## src/rtl/i_decode_param_pkg.sv

```systemverilog
// Shared decode constants for the ID stage: opcodes, ALU codes, stall lengths.
// WB_BYPASS_EN selects same-cycle WB forwarding on the register-file read
// ports; the branch stall lengths shrink by one cycle when it is defined.
package i_decode_pkg;

  localparam logic [5:0] OP_RTYPE = 6'h00;
  localparam logic [5:0] OP_ADDI  = 6'h08;
  localparam logic [5:0] OP_LW    = 6'h23;
  localparam logic [5:0] OP_SW    = 6'h2B;
  localparam logic [5:0] OP_BEQ   = 6'h04;
  localparam logic [5:0] OP_BNE   = 6'h05;
  localparam logic [5:0] OP_J     = 6'h02;

  localparam logic [5:0] ALU_ADD  = 6'h20;
  localparam logic [5:0] ALU_SUB  = 6'h22;

`ifdef WB_BYPASS_EN
  localparam bit         WB_BYPASS    = 1'b1;
  localparam logic [2:0] STALL_ALU_BR = 3'd2;
  localparam logic [2:0] STALL_LD_BR  = 3'd3;
`else
  localparam bit         WB_BYPASS    = 1'b0;
  localparam logic [2:0] STALL_ALU_BR = 3'd3;
  localparam logic [2:0] STALL_LD_BR  = 3'd4;
`endif

  // EX-stage forwarding covers everything past the first cycle of a load-use
  localparam logic [2:0] STALL_LD     = 3'd1;

  typedef enum logic [2:0] {
    INSTR_R,
    INSTR_ADDI,
    INSTR_LW,
    INSTR_SW,
    INSTR_BEQ,
    INSTR_BNE,
    INSTR_J,
    INSTR_ILL
  } instr_kind_e;

  typedef struct packed {
    logic       valid;
    logic       branch;
    logic       jump;
    logic       alu_src;
    logic       mem_read;
    logic       mem_write;
    logic       reg_write;
    logic       reg_dst;
    logic       mem_to_reg;
    logic [5:0] alu_op;
  } idex_ctrl_t;

  function automatic instr_kind_e classify(input logic [5:0] op);
    case (op)
      OP_RTYPE: return INSTR_R;
      OP_ADDI:  return INSTR_ADDI;
      OP_LW:    return INSTR_LW;
      OP_SW:    return INSTR_SW;
      OP_BEQ:   return INSTR_BEQ;
      OP_BNE:   return INSTR_BNE;
      OP_J:     return INSTR_J;
      default:  return INSTR_ILL;
    endcase
  endfunction

endpackage

```

## src/rtl/i_decode_param_if.sv

```systemverilog
// IF/ID, WB and EX-hazard inputs plus ID/EX and redirect outputs of the
// decode stage. master = surrounding pipeline, slave = decode stage.
interface i_decode_param_if #(
  parameter int DATA_W     = 32,
  parameter int REG_ADDR_W = 5
);
  // IF/ID
  logic                  if_valid;
  logic [31:0]           instruction_in;
  logic [31:0]           npc_in;
  // WB write port
  logic                  RegWriteFromWB;
  logic [REG_ADDR_W-1:0] writeRegister3;
  logic [DATA_W-1:0]     writeData;
  // instruction currently in EX
  logic                  EXMemRead_wire;
  logic                  EXRegWrite_wire;
  logic [REG_ADDR_W-1:0] EXRegRt_wire;
  logic [REG_ADDR_W-1:0] EXWriteReg_wire;
  // hazard / redirect
  logic                  PCWrite_wire;
  logic                  IFIDWrite_wire;
  logic                  IFFlush_wire;
  logic                  branchTaken;
  logic [31:0]           add_outWire;
  // ID/EX
  logic                  valid_out;
  logic                  branch_out;
  logic                  jump_out;
  logic                  AluSrc_out;
  logic                  MemRead_out;
  logic                  MemWrite_out;
  logic                  RegWrite_out;
  logic                  RegDst_out;
  logic                  MemtoReg_out;
  logic [5:0]            AluOp_out;
  logic [31:0]           npc_out;
  logic [DATA_W-1:0]     readdata1_out;
  logic [DATA_W-1:0]     readdata2_out;
  logic [DATA_W-1:0]     sigext_out;
  logic [REG_ADDR_W-1:0] rs_out;
  logic [REG_ADDR_W-1:0] rt_out;
  logic [REG_ADDR_W-1:0] rd_out;
  logic                  illegal_out;

  modport master (
    output if_valid, instruction_in, npc_in,
    output RegWriteFromWB, writeRegister3, writeData,
    output EXMemRead_wire, EXRegWrite_wire, EXRegRt_wire, EXWriteReg_wire,
    input  PCWrite_wire, IFIDWrite_wire, IFFlush_wire, branchTaken, add_outWire,
    input  valid_out, branch_out, jump_out, AluSrc_out, MemRead_out, MemWrite_out,
    input  RegWrite_out, RegDst_out, MemtoReg_out, AluOp_out, npc_out,
    input  readdata1_out, readdata2_out, sigext_out, rs_out, rt_out, rd_out,
    input  illegal_out
  );

  modport slave (
    input  if_valid, instruction_in, npc_in,
    input  RegWriteFromWB, writeRegister3, writeData,
    input  EXMemRead_wire, EXRegWrite_wire, EXRegRt_wire, EXWriteReg_wire,
    output PCWrite_wire, IFIDWrite_wire, IFFlush_wire, branchTaken, add_outWire,
    output valid_out, branch_out, jump_out, AluSrc_out, MemRead_out, MemWrite_out,
    output RegWrite_out, RegDst_out, MemtoReg_out, AluOp_out, npc_out,
    output readdata1_out, readdata2_out, sigext_out, rs_out, rt_out, rd_out,
    output illegal_out
  );
endinterface

```

## src/rtl/i_decode_param_regfile.sv

```systemverilog
// Register file: 2 combinational read ports, 1 write port, register 0 hard-wired
// to zero. BYPASS forwards a same-cycle WB write to the read ports.
module regfile_p #(
  parameter int DATA_W     = 32,
  parameter int REG_ADDR_W = 5,
  parameter bit BYPASS     = 1'b0
) (
  input  logic                  clk_i,
  input  logic                  rst_i,
  input  logic                  we_i,
  input  logic [REG_ADDR_W-1:0] wa_i,
  input  logic [DATA_W-1:0]     wd_i,
  input  logic [REG_ADDR_W-1:0] ra1_i,
  input  logic [REG_ADDR_W-1:0] ra2_i,
  output logic [DATA_W-1:0]     rd1_o,
  output logic [DATA_W-1:0]     rd2_o
);

  localparam int NREG = 1 << REG_ADDR_W;

  logic [DATA_W-1:0] mem_q [NREG];
  logic              wr_en;

  assign wr_en = we_i && (wa_i != '0);

  // Write port; register 0 is never written
  always_ff @(posedge clk_i) begin
    if (rst_i) begin
      for (int i = 0; i < NREG; i++) mem_q[i] <= '0;
    end else if (wr_en) begin
      mem_q[wa_i] <= wd_i;
    end
  end

  // Read ports: zero for r0, optional same-cycle forwarding of the WB write
  always_comb begin
    rd1_o = mem_q[ra1_i];
    rd2_o = mem_q[ra2_i];
    if (BYPASS && wr_en && (wa_i == ra1_i)) rd1_o = wd_i;
    if (BYPASS && wr_en && (wa_i == ra2_i)) rd2_o = wd_i;
    if (ra1_i == '0) rd1_o = '0;
    if (ra2_i == '0) rd2_o = '0;
  end

endmodule

```

## src/rtl/i_decode_param.sv

```systemverilog
// MIPS ID stage: register file, decode into ID/EX, branch/jump resolution and
// the hazard stall counter. Optional feature macro: WB_BYPASS_EN (same-cycle
// WB forwarding on the read ports, shorter branch stalls).
module i_decode_param
  import i_decode_pkg::*;
#(
  parameter int DATA_W     = 32,
  parameter int REG_ADDR_W = 5
) (
  input logic         CLK,
  input logic         RST,
  i_decode_param_if.slave bus
);

  logic [31:0]                instr;
  logic [REG_ADDR_W-1:0]      rs, rt, rd;
  instr_kind_e                kind;
  logic                       uses_rs, uses_rt, is_branch;
  logic [DATA_W-1:0]          rd1, rd2;
  logic signed [DATA_W-1:0]   sigext;
  logic signed [31:0]         br_off;

  logic [2:0]                 stall_cnt_q, stall_cnt_d;
  logic [2:0]                 hazard_len;
  logic                       ld_hit, alu_hit, stall, accept, taken;
  logic                       illegal_q;

  idex_ctrl_t                 ctrl_d, ctrl_q;
  logic [31:0]                npc_q;
  logic [DATA_W-1:0]          rd1_q, rd2_q, sigext_q;
  logic [REG_ADDR_W-1:0]      rs_q, rt_q, rd_q;

  assign instr     = bus.instruction_in;
  assign rs        = REG_ADDR_W'(instr[25:21]);
  assign rt        = REG_ADDR_W'(instr[20:16]);
  assign rd        = REG_ADDR_W'(instr[15:11]);
  assign kind      = classify(instr[31:26]);
  assign uses_rs   = (kind != INSTR_J) && (kind != INSTR_ILL);
  assign uses_rt   = kind inside {INSTR_R, INSTR_SW, INSTR_BEQ, INSTR_BNE};
  assign is_branch = (kind == INSTR_BEQ) || (kind == INSTR_BNE);
  assign sigext    = DATA_W'(signed'(instr[15:0]));
  assign br_off    = 32'(signed'(instr[15:0])) <<< 2;

  regfile_p #(
    .DATA_W    (DATA_W),
    .REG_ADDR_W(REG_ADDR_W),
    .BYPASS    (WB_BYPASS)
  ) u_rf (
    .clk_i (CLK),
    .rst_i (RST),
    .we_i  (bus.RegWriteFromWB),
    .wa_i  (bus.writeRegister3),
    .wd_i  (bus.writeData),
    .ra1_i (rs),
    .ra2_i (rt),
    .rd1_o (rd1),
    .rd2_o (rd2)
  );

  // Hazard detection: only a fresh instruction with an idle counter is checked
  always_comb begin
    ld_hit  = bus.EXMemRead_wire && (bus.EXRegRt_wire != '0) &&
              ((uses_rs && (bus.EXRegRt_wire == rs)) ||
               (uses_rt && (bus.EXRegRt_wire == rt)));
    alu_hit = is_branch && bus.EXRegWrite_wire && (bus.EXWriteReg_wire != '0) &&
              ((bus.EXWriteReg_wire == rs) || (bus.EXWriteReg_wire == rt));
    hazard_len = '0;
    if (!RST && bus.if_valid && (stall_cnt_q == '0)) begin
      if (is_branch && ld_hit) hazard_len = STALL_LD_BR;
      else if (alu_hit)        hazard_len = STALL_ALU_BR;
      else if (ld_hit)         hazard_len = STALL_LD;
    end
    // this cycle is the first stall cycle, so the counter holds the remainder
    stall = !RST && ((stall_cnt_q != '0) || (hazard_len != '0));
    if (stall_cnt_q != '0)       stall_cnt_d = stall_cnt_q - 3'd1;
    else if (hazard_len != '0)   stall_cnt_d = hazard_len - 3'd1;
    else                         stall_cnt_d = '0;
  end

  assign accept = !RST && bus.if_valid && !stall;
  assign taken  = accept && ((kind == INSTR_J) ||
                             ((kind == INSTR_BEQ) && (rd1 == rd2)) ||
                             ((kind == INSTR_BNE) && (rd1 != rd2)));

  assign bus.PCWrite_wire   = !stall;
  assign bus.IFIDWrite_wire = !stall;
  assign bus.IFFlush_wire   = taken;
  assign bus.branchTaken    = taken;
  assign bus.add_outWire    = (kind == INSTR_J) ?
                              {bus.npc_in[31:28], instr[25:0], 2'b00} :
                              bus.npc_in + br_off;

  // Control decode; anything not accepted or unsupported stays a bubble
  always_comb begin
    ctrl_d = '0;
    if (accept) begin
      unique case (kind)
        INSTR_R:    begin ctrl_d.valid = 1'b1; ctrl_d.reg_write = 1'b1;
                          ctrl_d.reg_dst = 1'b1; ctrl_d.alu_op = instr[5:0]; end
        INSTR_ADDI: begin ctrl_d.valid = 1'b1; ctrl_d.alu_src = 1'b1;
                          ctrl_d.reg_write = 1'b1; ctrl_d.alu_op = ALU_ADD; end
        INSTR_LW:   begin ctrl_d.valid = 1'b1; ctrl_d.alu_src = 1'b1;
                          ctrl_d.mem_read = 1'b1; ctrl_d.reg_write = 1'b1;
                          ctrl_d.mem_to_reg = 1'b1; ctrl_d.alu_op = ALU_ADD; end
        INSTR_SW:   begin ctrl_d.valid = 1'b1; ctrl_d.alu_src = 1'b1;
                          ctrl_d.mem_write = 1'b1; ctrl_d.alu_op = ALU_ADD; end
        INSTR_BEQ,
        INSTR_BNE:  begin ctrl_d.valid = 1'b1; ctrl_d.branch = 1'b1;
                          ctrl_d.alu_op = ALU_SUB; end
        INSTR_J:    begin ctrl_d.valid = 1'b1; ctrl_d.jump = 1'b1; end
        default:    ctrl_d = '0;
      endcase
    end
  end

  // Stall counter and sticky illegal-opcode flag
  always_ff @(posedge CLK) begin
    if (RST) begin
      stall_cnt_q <= '0;
      illegal_q   <= 1'b0;
    end else begin
      stall_cnt_q <= stall_cnt_d;
      if (accept && (kind == INSTR_ILL)) illegal_q <= 1'b1;
    end
  end

  // ID/EX register; a bubble clears every field
  always_ff @(posedge CLK) begin
    if (RST || !ctrl_d.valid) begin
      ctrl_q   <= '0;
      npc_q    <= '0;
      rd1_q    <= '0;
      rd2_q    <= '0;
      sigext_q <= '0;
      rs_q     <= '0;
      rt_q     <= '0;
      rd_q     <= '0;
    end else begin
      ctrl_q   <= ctrl_d;
      npc_q    <= bus.npc_in;
      rd1_q    <= rd1;
      rd2_q    <= rd2;
      sigext_q <= sigext;
      rs_q     <= rs;
      rt_q     <= rt;
      rd_q     <= rd;
    end
  end

  assign bus.valid_out     = ctrl_q.valid;
  assign bus.branch_out    = ctrl_q.branch;
  assign bus.jump_out      = ctrl_q.jump;
  assign bus.AluSrc_out    = ctrl_q.alu_src;
  assign bus.MemRead_out   = ctrl_q.mem_read;
  assign bus.MemWrite_out  = ctrl_q.mem_write;
  assign bus.RegWrite_out  = ctrl_q.reg_write;
  assign bus.RegDst_out    = ctrl_q.reg_dst;
  assign bus.MemtoReg_out  = ctrl_q.mem_to_reg;
  assign bus.AluOp_out     = ctrl_q.alu_op;
  assign bus.npc_out       = npc_q;
  assign bus.readdata1_out = rd1_q;
  assign bus.readdata2_out = rd2_q;
  assign bus.sigext_out    = sigext_q;
  assign bus.rs_out        = rs_q;
  assign bus.rt_out        = rt_q;
  assign bus.rd_out        = rd_q;
  assign bus.illegal_out   = illegal_q;

endmodule

```

## src/flat_wrapper.sv

```systemverilog
// flat-port wrapper written by rule: the top's interface ports become plain ports
module i_decode_param_flat import i_decode_pkg::*;
#(
  parameter int DATA_W     = 32,
  parameter int REG_ADDR_W = 5
)
  (CLK, RST, bus_if_valid, bus_instruction_in, bus_npc_in, bus_RegWriteFromWB, bus_writeRegister3, bus_writeData, bus_EXMemRead_wire, bus_EXRegWrite_wire, bus_EXRegRt_wire, bus_EXWriteReg_wire, bus_PCWrite_wire, bus_IFIDWrite_wire, bus_IFFlush_wire, bus_branchTaken, bus_add_outWire, bus_valid_out, bus_branch_out, bus_jump_out, bus_AluSrc_out, bus_MemRead_out, bus_MemWrite_out, bus_RegWrite_out, bus_RegDst_out, bus_MemtoReg_out, bus_AluOp_out, bus_npc_out, bus_readdata1_out, bus_readdata2_out, bus_sigext_out, bus_rs_out, bus_rt_out, bus_rd_out, bus_illegal_out);
  i_decode_param_if #(.DATA_W(DATA_W), .REG_ADDR_W(REG_ADDR_W)) bus_i ();
  input logic CLK;
  input logic RST;
  input wire logic [$bits(bus_i.if_valid)-1:0] bus_if_valid;
  input wire logic [$bits(bus_i.instruction_in)-1:0] bus_instruction_in;
  input wire logic [$bits(bus_i.npc_in)-1:0] bus_npc_in;
  input wire logic [$bits(bus_i.RegWriteFromWB)-1:0] bus_RegWriteFromWB;
  input wire logic [$bits(bus_i.writeRegister3)-1:0] bus_writeRegister3;
  input wire logic [$bits(bus_i.writeData)-1:0] bus_writeData;
  input wire logic [$bits(bus_i.EXMemRead_wire)-1:0] bus_EXMemRead_wire;
  input wire logic [$bits(bus_i.EXRegWrite_wire)-1:0] bus_EXRegWrite_wire;
  input wire logic [$bits(bus_i.EXRegRt_wire)-1:0] bus_EXRegRt_wire;
  input wire logic [$bits(bus_i.EXWriteReg_wire)-1:0] bus_EXWriteReg_wire;
  output wire logic [$bits(bus_i.PCWrite_wire)-1:0] bus_PCWrite_wire;
  output wire logic [$bits(bus_i.IFIDWrite_wire)-1:0] bus_IFIDWrite_wire;
  output wire logic [$bits(bus_i.IFFlush_wire)-1:0] bus_IFFlush_wire;
  output wire logic [$bits(bus_i.branchTaken)-1:0] bus_branchTaken;
  output wire logic [$bits(bus_i.add_outWire)-1:0] bus_add_outWire;
  output wire logic [$bits(bus_i.valid_out)-1:0] bus_valid_out;
  output wire logic [$bits(bus_i.branch_out)-1:0] bus_branch_out;
  output wire logic [$bits(bus_i.jump_out)-1:0] bus_jump_out;
  output wire logic [$bits(bus_i.AluSrc_out)-1:0] bus_AluSrc_out;
  output wire logic [$bits(bus_i.MemRead_out)-1:0] bus_MemRead_out;
  output wire logic [$bits(bus_i.MemWrite_out)-1:0] bus_MemWrite_out;
  output wire logic [$bits(bus_i.RegWrite_out)-1:0] bus_RegWrite_out;
  output wire logic [$bits(bus_i.RegDst_out)-1:0] bus_RegDst_out;
  output wire logic [$bits(bus_i.MemtoReg_out)-1:0] bus_MemtoReg_out;
  output wire logic [$bits(bus_i.AluOp_out)-1:0] bus_AluOp_out;
  output wire logic [$bits(bus_i.npc_out)-1:0] bus_npc_out;
  output wire logic [$bits(bus_i.readdata1_out)-1:0] bus_readdata1_out;
  output wire logic [$bits(bus_i.readdata2_out)-1:0] bus_readdata2_out;
  output wire logic [$bits(bus_i.sigext_out)-1:0] bus_sigext_out;
  output wire logic [$bits(bus_i.rs_out)-1:0] bus_rs_out;
  output wire logic [$bits(bus_i.rt_out)-1:0] bus_rt_out;
  output wire logic [$bits(bus_i.rd_out)-1:0] bus_rd_out;
  output wire logic [$bits(bus_i.illegal_out)-1:0] bus_illegal_out;
  assign bus_i.if_valid = bus_if_valid;
  assign bus_i.instruction_in = bus_instruction_in;
  assign bus_i.npc_in = bus_npc_in;
  assign bus_i.RegWriteFromWB = bus_RegWriteFromWB;
  assign bus_i.writeRegister3 = bus_writeRegister3;
  assign bus_i.writeData = bus_writeData;
  assign bus_i.EXMemRead_wire = bus_EXMemRead_wire;
  assign bus_i.EXRegWrite_wire = bus_EXRegWrite_wire;
  assign bus_i.EXRegRt_wire = bus_EXRegRt_wire;
  assign bus_i.EXWriteReg_wire = bus_EXWriteReg_wire;
  assign bus_PCWrite_wire = bus_i.PCWrite_wire;
  assign bus_IFIDWrite_wire = bus_i.IFIDWrite_wire;
  assign bus_IFFlush_wire = bus_i.IFFlush_wire;
  assign bus_branchTaken = bus_i.branchTaken;
  assign bus_add_outWire = bus_i.add_outWire;
  assign bus_valid_out = bus_i.valid_out;
  assign bus_branch_out = bus_i.branch_out;
  assign bus_jump_out = bus_i.jump_out;
  assign bus_AluSrc_out = bus_i.AluSrc_out;
  assign bus_MemRead_out = bus_i.MemRead_out;
  assign bus_MemWrite_out = bus_i.MemWrite_out;
  assign bus_RegWrite_out = bus_i.RegWrite_out;
  assign bus_RegDst_out = bus_i.RegDst_out;
  assign bus_MemtoReg_out = bus_i.MemtoReg_out;
  assign bus_AluOp_out = bus_i.AluOp_out;
  assign bus_npc_out = bus_i.npc_out;
  assign bus_readdata1_out = bus_i.readdata1_out;
  assign bus_readdata2_out = bus_i.readdata2_out;
  assign bus_sigext_out = bus_i.sigext_out;
  assign bus_rs_out = bus_i.rs_out;
  assign bus_rt_out = bus_i.rt_out;
  assign bus_rd_out = bus_i.rd_out;
  assign bus_illegal_out = bus_i.illegal_out;
  i_decode_param #(.DATA_W(DATA_W), .REG_ADDR_W(REG_ADDR_W)) u_core (.CLK(CLK), .RST(RST), .bus(bus_i));
endmodule
```

## config.mk

```make
export PLATFORM = sky130hd
export DESIGN_NAME = i_decode_param_flat
export DESIGN_NICKNAME = d
export VERILOG_FILES = /design/src/rtl/i_decode_param_pkg.sv /design/src/rtl/i_decode_param_if.sv /design/src/rtl/i_decode_param_regfile.sv /design/src/rtl/i_decode_param.sv /design/src/flat_wrapper.sv
export SDC_FILE = /design/constraint.sdc
export NUM_CORES = 2
export LEC_CHECK = 0
export ABC_AREA = 0
export CAP_MARGIN = 5
export CELL_PAD_IN_SITES_DETAIL_PLACEMENT = 0
export CELL_PAD_IN_SITES_GLOBAL_PLACEMENT = 1
export CORE_ASPECT_RATIO = 1.75
export CORE_MARGIN = 5
export CORE_UTILIZATION = 46
export CTS_CLUSTER_SIZE = 8
export DETAILED_ROUTE_END_ITERATION = 8
export PLACE_DENSITY = 0.85
export SYNTH_ARGS = -nofsm -noshare
export SYNTH_HDL_FRONTEND = slang
export SYNTH_SLANG_ARGS = --single-unit
```

## constraint.sdc

```tcl
create_clock -name CLK -period 2.9 [get_ports CLK]
set_input_delay 0.29 -clock CLK [delete_from_list [all_inputs] [get_ports CLK]]
set_output_delay 0.29 -clock CLK [all_outputs]
set_load 0.02 [all_outputs]
```

==> results.md <==
- Worst path required time: ~2600 ps
- Post-synthesis mux area share: 0.203
- Worst hold path class: primary input to flop
- Largest family of logic cells by synthesized area: multiplexers
- Drt drc: 0
- Initial Util: 0.463
- Post-synth top area cell: edfxtp_1
- Rows: roughly 180
- Max cap viols: 0
- Y dimension of the die: about 500 um
- Final Wtd Congestion: 0.970
- Top cell by count, worst path: nand4_1
- Final Skew: 30.8 ps
- Final #Nets: approximately 5k
- Combinational power share: 0.163
- CP max FO: 2
- Detailed-route via count: about 42k
- Core area: between 100000 and 150000 um^2
- Fillcell total: between 9k and 10k
- Mean area per synthesized cell: between 10 and 15 um^2
- Cell leakage power: roughly 28 nW
- Failing checks: setup timing
- Post-synthesis adder-cell area fraction: 0.00762
- Ys flop type: edfxtp_1
- DR WL/cell: about 31 um
- Clk sink count: between 1k and 1.5k
- Hold Worst Slack: 44.8 ps
- Synth area leaders: edfxtp_1 51%, mux4_2 19%, and2_1 11%, dfxtp_1 4.7%, clkbuf_1 1.9%
- Critical path cell sequence: mux4_2, mux2i_1, buf_4, a211oi_1, nand2_4, xnor2_4, nand4_1, nor4_2, nand4_1, o311a_4, buf_6, buf_12
- Yosys cell types: 66
- Worst path top cell family by delay: simple AND/OR/NAND/NOR gates
- Congestion Overflow GR: 0
- Final setup viols: 23
- Final Hold Viols: 0
- DP HPWL: 146000 um
- Crit. End Element: output pin
- Ports: approximately 310
- RSZ-0062 raised after global routing: true
- Tmin final: approximately 4400 ps
- Number of buffers and inverters on the critical path: 3
- EDFF count, synth: 1024
- Slowest-stage cell, CP: a211oi_1
- Worst slack, placed: -2170 ps
- Vias in the first global route: 44.6k
- Critical Path Max Stage Delay: between 400 and 500 ps
- Initial antenna violation count: 12
- Worst reg-to-reg setup slack: slightly below 600 ps
- Synth cell count leaders: 1056 x and2_1, 1024 x edfxtp_1, 512 x mux4_2
- Post-route ant nets: 0
- P_int: 32.8 mW
- Max VDD drop: around 0.43 mV
- Die area: roughly 140000 um^2
- Post-route insts no fill: just under 7k
- Placed cell areas: around 70000 um^2
- Power per cell area: between 500 and 600 nW/um^2
- Net Sw Power: 11.3 mW
- Final core utilization: 0.589
- Power share of the sequential group: 0.444
- Clk_lat worst skew: 790 ps
- Synth top area share: 0.512
- Clock network power share: 0.393
- Async S/R FF share, synth: 0
- Complex-gate fraction of the synthesized area: 0.0445
- Final max-slew violation count: 0
- Kind of critical path: flop to output pin
- CTS Buffer Depth: 3
- Slew of the pin with the lowest slew margin: about 1100 ps
- Synth Cell Area: roughly 60000 um^2
- Dpl cells: 6434
- Post-Synthesis Cells: 4164
- Sw Share: 0.257
- Largest net degree at the start of global routing: 43
- IO buf count: 311
- Final worst-path cycle share: 1.53
- Root Driver: clkbuf_16
- Worst setup SP type: flop
- Sequential share of the synthesized area: 0.558
- Drt total wl: around 210000 um
- Synth Register Bits: 1164
- Worst EP arrival: between 4000 and 5000 ps
- XOR/XNOR share of the synthesized area: 0.0114
- Slew headroom: 0.260
- YS warnings: 0
- Status: finished with violations
- Die width: about 280 um
- DR iter-0 viols: ~4.3k
- Total GRT Usage: 0.299
- Worst Slack Setup Final: -1530 ps
- Top-count cell post-synth: and2_1
- Post-route cell area: ~76000 um^2
- Drt first pass iters: 6
- Layout area overhead: 27.2%
- TritonCTS clock tree: done
- Layout cell share with drive strength beyond 1: 0.338
- Post-synthesis simple-gate area fraction: 0.142
- Vias per cell: approximately 6.3
- Maximum clock frequency: 226 MHz
- First-pass GRT wire length: about 300000 um
- Htree depth: 4
- Clock transition at path regs: 50 ps
- Inserted Clock Buffers: about 160
==> tightest hold or removal path: cells and delay by family <==
family                 cells  cell delay (ps)
buffers and inverters      2              390
AND/OR/NAND/NOR            1              110
==> power by group through the flow <==
stage / clock network, mW / registers, mW / logic [mW]
3_3_place_gp: 0 / 19.8 / 6.68
5_1_grt: 18.2 / 19.6 / 7.42
2_1_floorplan: 0 / 19.8 / 3.50
3_5_place_dp: 0 / 19.9 / 6.73
4_1_cts: 17.4 / 19.6 / 6.95
6_report: 17.3 / 19.6 / 7.17
==> per-layer routing <==
metal | vias up | routed length [um] | GRT usage
li1 | 17300 | - | -
met1 | 21200 | 63800 | 0.309
met2 | 2847 | 108000 | 0.531
met3 | 868 | 19200 | 0.0634
met4 | 8 | 19400 | 0.228
met5 | - | 53 | 0
==> what timing repair did <==
item,CTS,global route
buffers inserted,24,19
hold endpoints to repair,30,6
resized for setup,346,133
hold buffers,25,5
pin swaps,69,77
setup endpoints to repair,166,27
==> per-stage QoR <==
| step | power, mW | setup TNS, ps |
|---|---|---|
| 6_report | 44.1 | -11040 |
| 5_1_grt | 45.2 | -12800 |
| 4_1_cts | 43.9 | -11790 |
| 3_5_place_dp | 26.6 | -162840 |
| 3_3_place_gp | 26.4 | -164250 |
| 2_1_floorplan | 23.3 | -97.3 |
==> worst paths after layout <==
path | start | endpoint | depth (start not counted)
worst max-delay path | u_core.u_rf.mem_q[3][3]$_SDFFCE_PN0P_ | bus_IFFlush_wire | 12
worst min-delay path | bus_instruction_in[3] | u_core.bus.sigext_out[3]$_SDFF_PP0_ | 3
worst max register to register | u_core.stall_cnt_q[0]$_SDFF_PP0_ | u_core.bus.readdata2_out[29]$_SDFF_PP0_ | 9
worst min register to register | u_core.stall_cnt_q[0]$_SDFF_PP0_ | u_core.stall_cnt_q[0]$_SDFF_PP0_ | 1
==> cell families (layout without fill, tap and decap cells) <==
| group | after synthesis | in the layout |
|---|---|---|
| AO/OA/AOI/OAI | 383 | 383 |
| XOR/XNOR | 78 | 78 |
| multiplexers | 578 | 578 |
| buffers and inverters | 451 | 1288 |
| AND/OR/NAND/NOR | 1473 | 1473 |
| adder cells (fa/ha/maj) | 36 | 36 |
| flip-flops | 1164 | 1164 |
| other | 1 | 40 |
==> layout by cell type, fill, tap and decap left out, drive strengths merged, types with 29 or more instances in the layout <==
| cell type | Yosys | routed |
|---|---|---|
| a211oi | 67 | 67 |
| a21oi | 41 | 41 |
| a22oi | 128 | 128 |
| and2 | 1057 | 1057 |
| buf | 136 | 766 |
| clkbuf | 301 | 208 |
| clkdlybuf4s50 | 0 | 227 |
| conb | 1 | 32 |
| dfxtp | 140 | 140 |
| dlygate4sd3 | 0 | 29 |
| edfxtp | 1024 | 1024 |
| ha | 35 | 35 |
| mux2i | 66 | 66 |
| mux4 | 512 | 512 |
| nand2 | 102 | 102 |
| nand3 | 72 | 72 |
| nor2 | 142 | 142 |
| o22ai | 64 | 64 |
| or2 | 34 | 34 |
| xnor2 | 44 | 44 |
| xor2 | 34 | 34 |
==> cell type report <==
cell class,instances,area (um^2),share of cell area
Sequential cell,1164,33600,0.439
Multi-Input combinational cell,2580,26000,0.340
Timing Repair Buffer,1056,10200,0.134
Clock buffer,202,4230,0.0553
Tap cell,1681,2100,0.0275
Clock inverter,16,270,0.00354
Inverter,14,57.6,0.000753
Antenna cell,8,20.0,0.000262
==> flip-flops by register name (all words and copies together) (netlist names) <==
signal                    count
u_core.bus.jump_out           1
u_core.bus.readdata1_out     32
u_core.stall_cnt_q            3
u_core.bus.AluSrc_out         1
u_core.u_rf.mem_q          1024
u_core.bus.rs_out             5
u_core.bus.RegWrite_out       1
u_core.bus.illegal_out        1
u_core.bus.AluOp_out          6
u_core.bus.sigext_out        12
u_core.bus.npc_out           32
u_core.bus.valid_out          1
u_core.bus.rd_out             4
u_core.bus.RegDst_out         1
u_core.bus.readdata2_out     32
u_core.bus.branch_out         1
u_core.bus.MemRead_out        1
u_core.bus.MemWrite_out       1
u_core.bus.rt_out             5
Note: power is estimated with default switching activity, not from simulation.
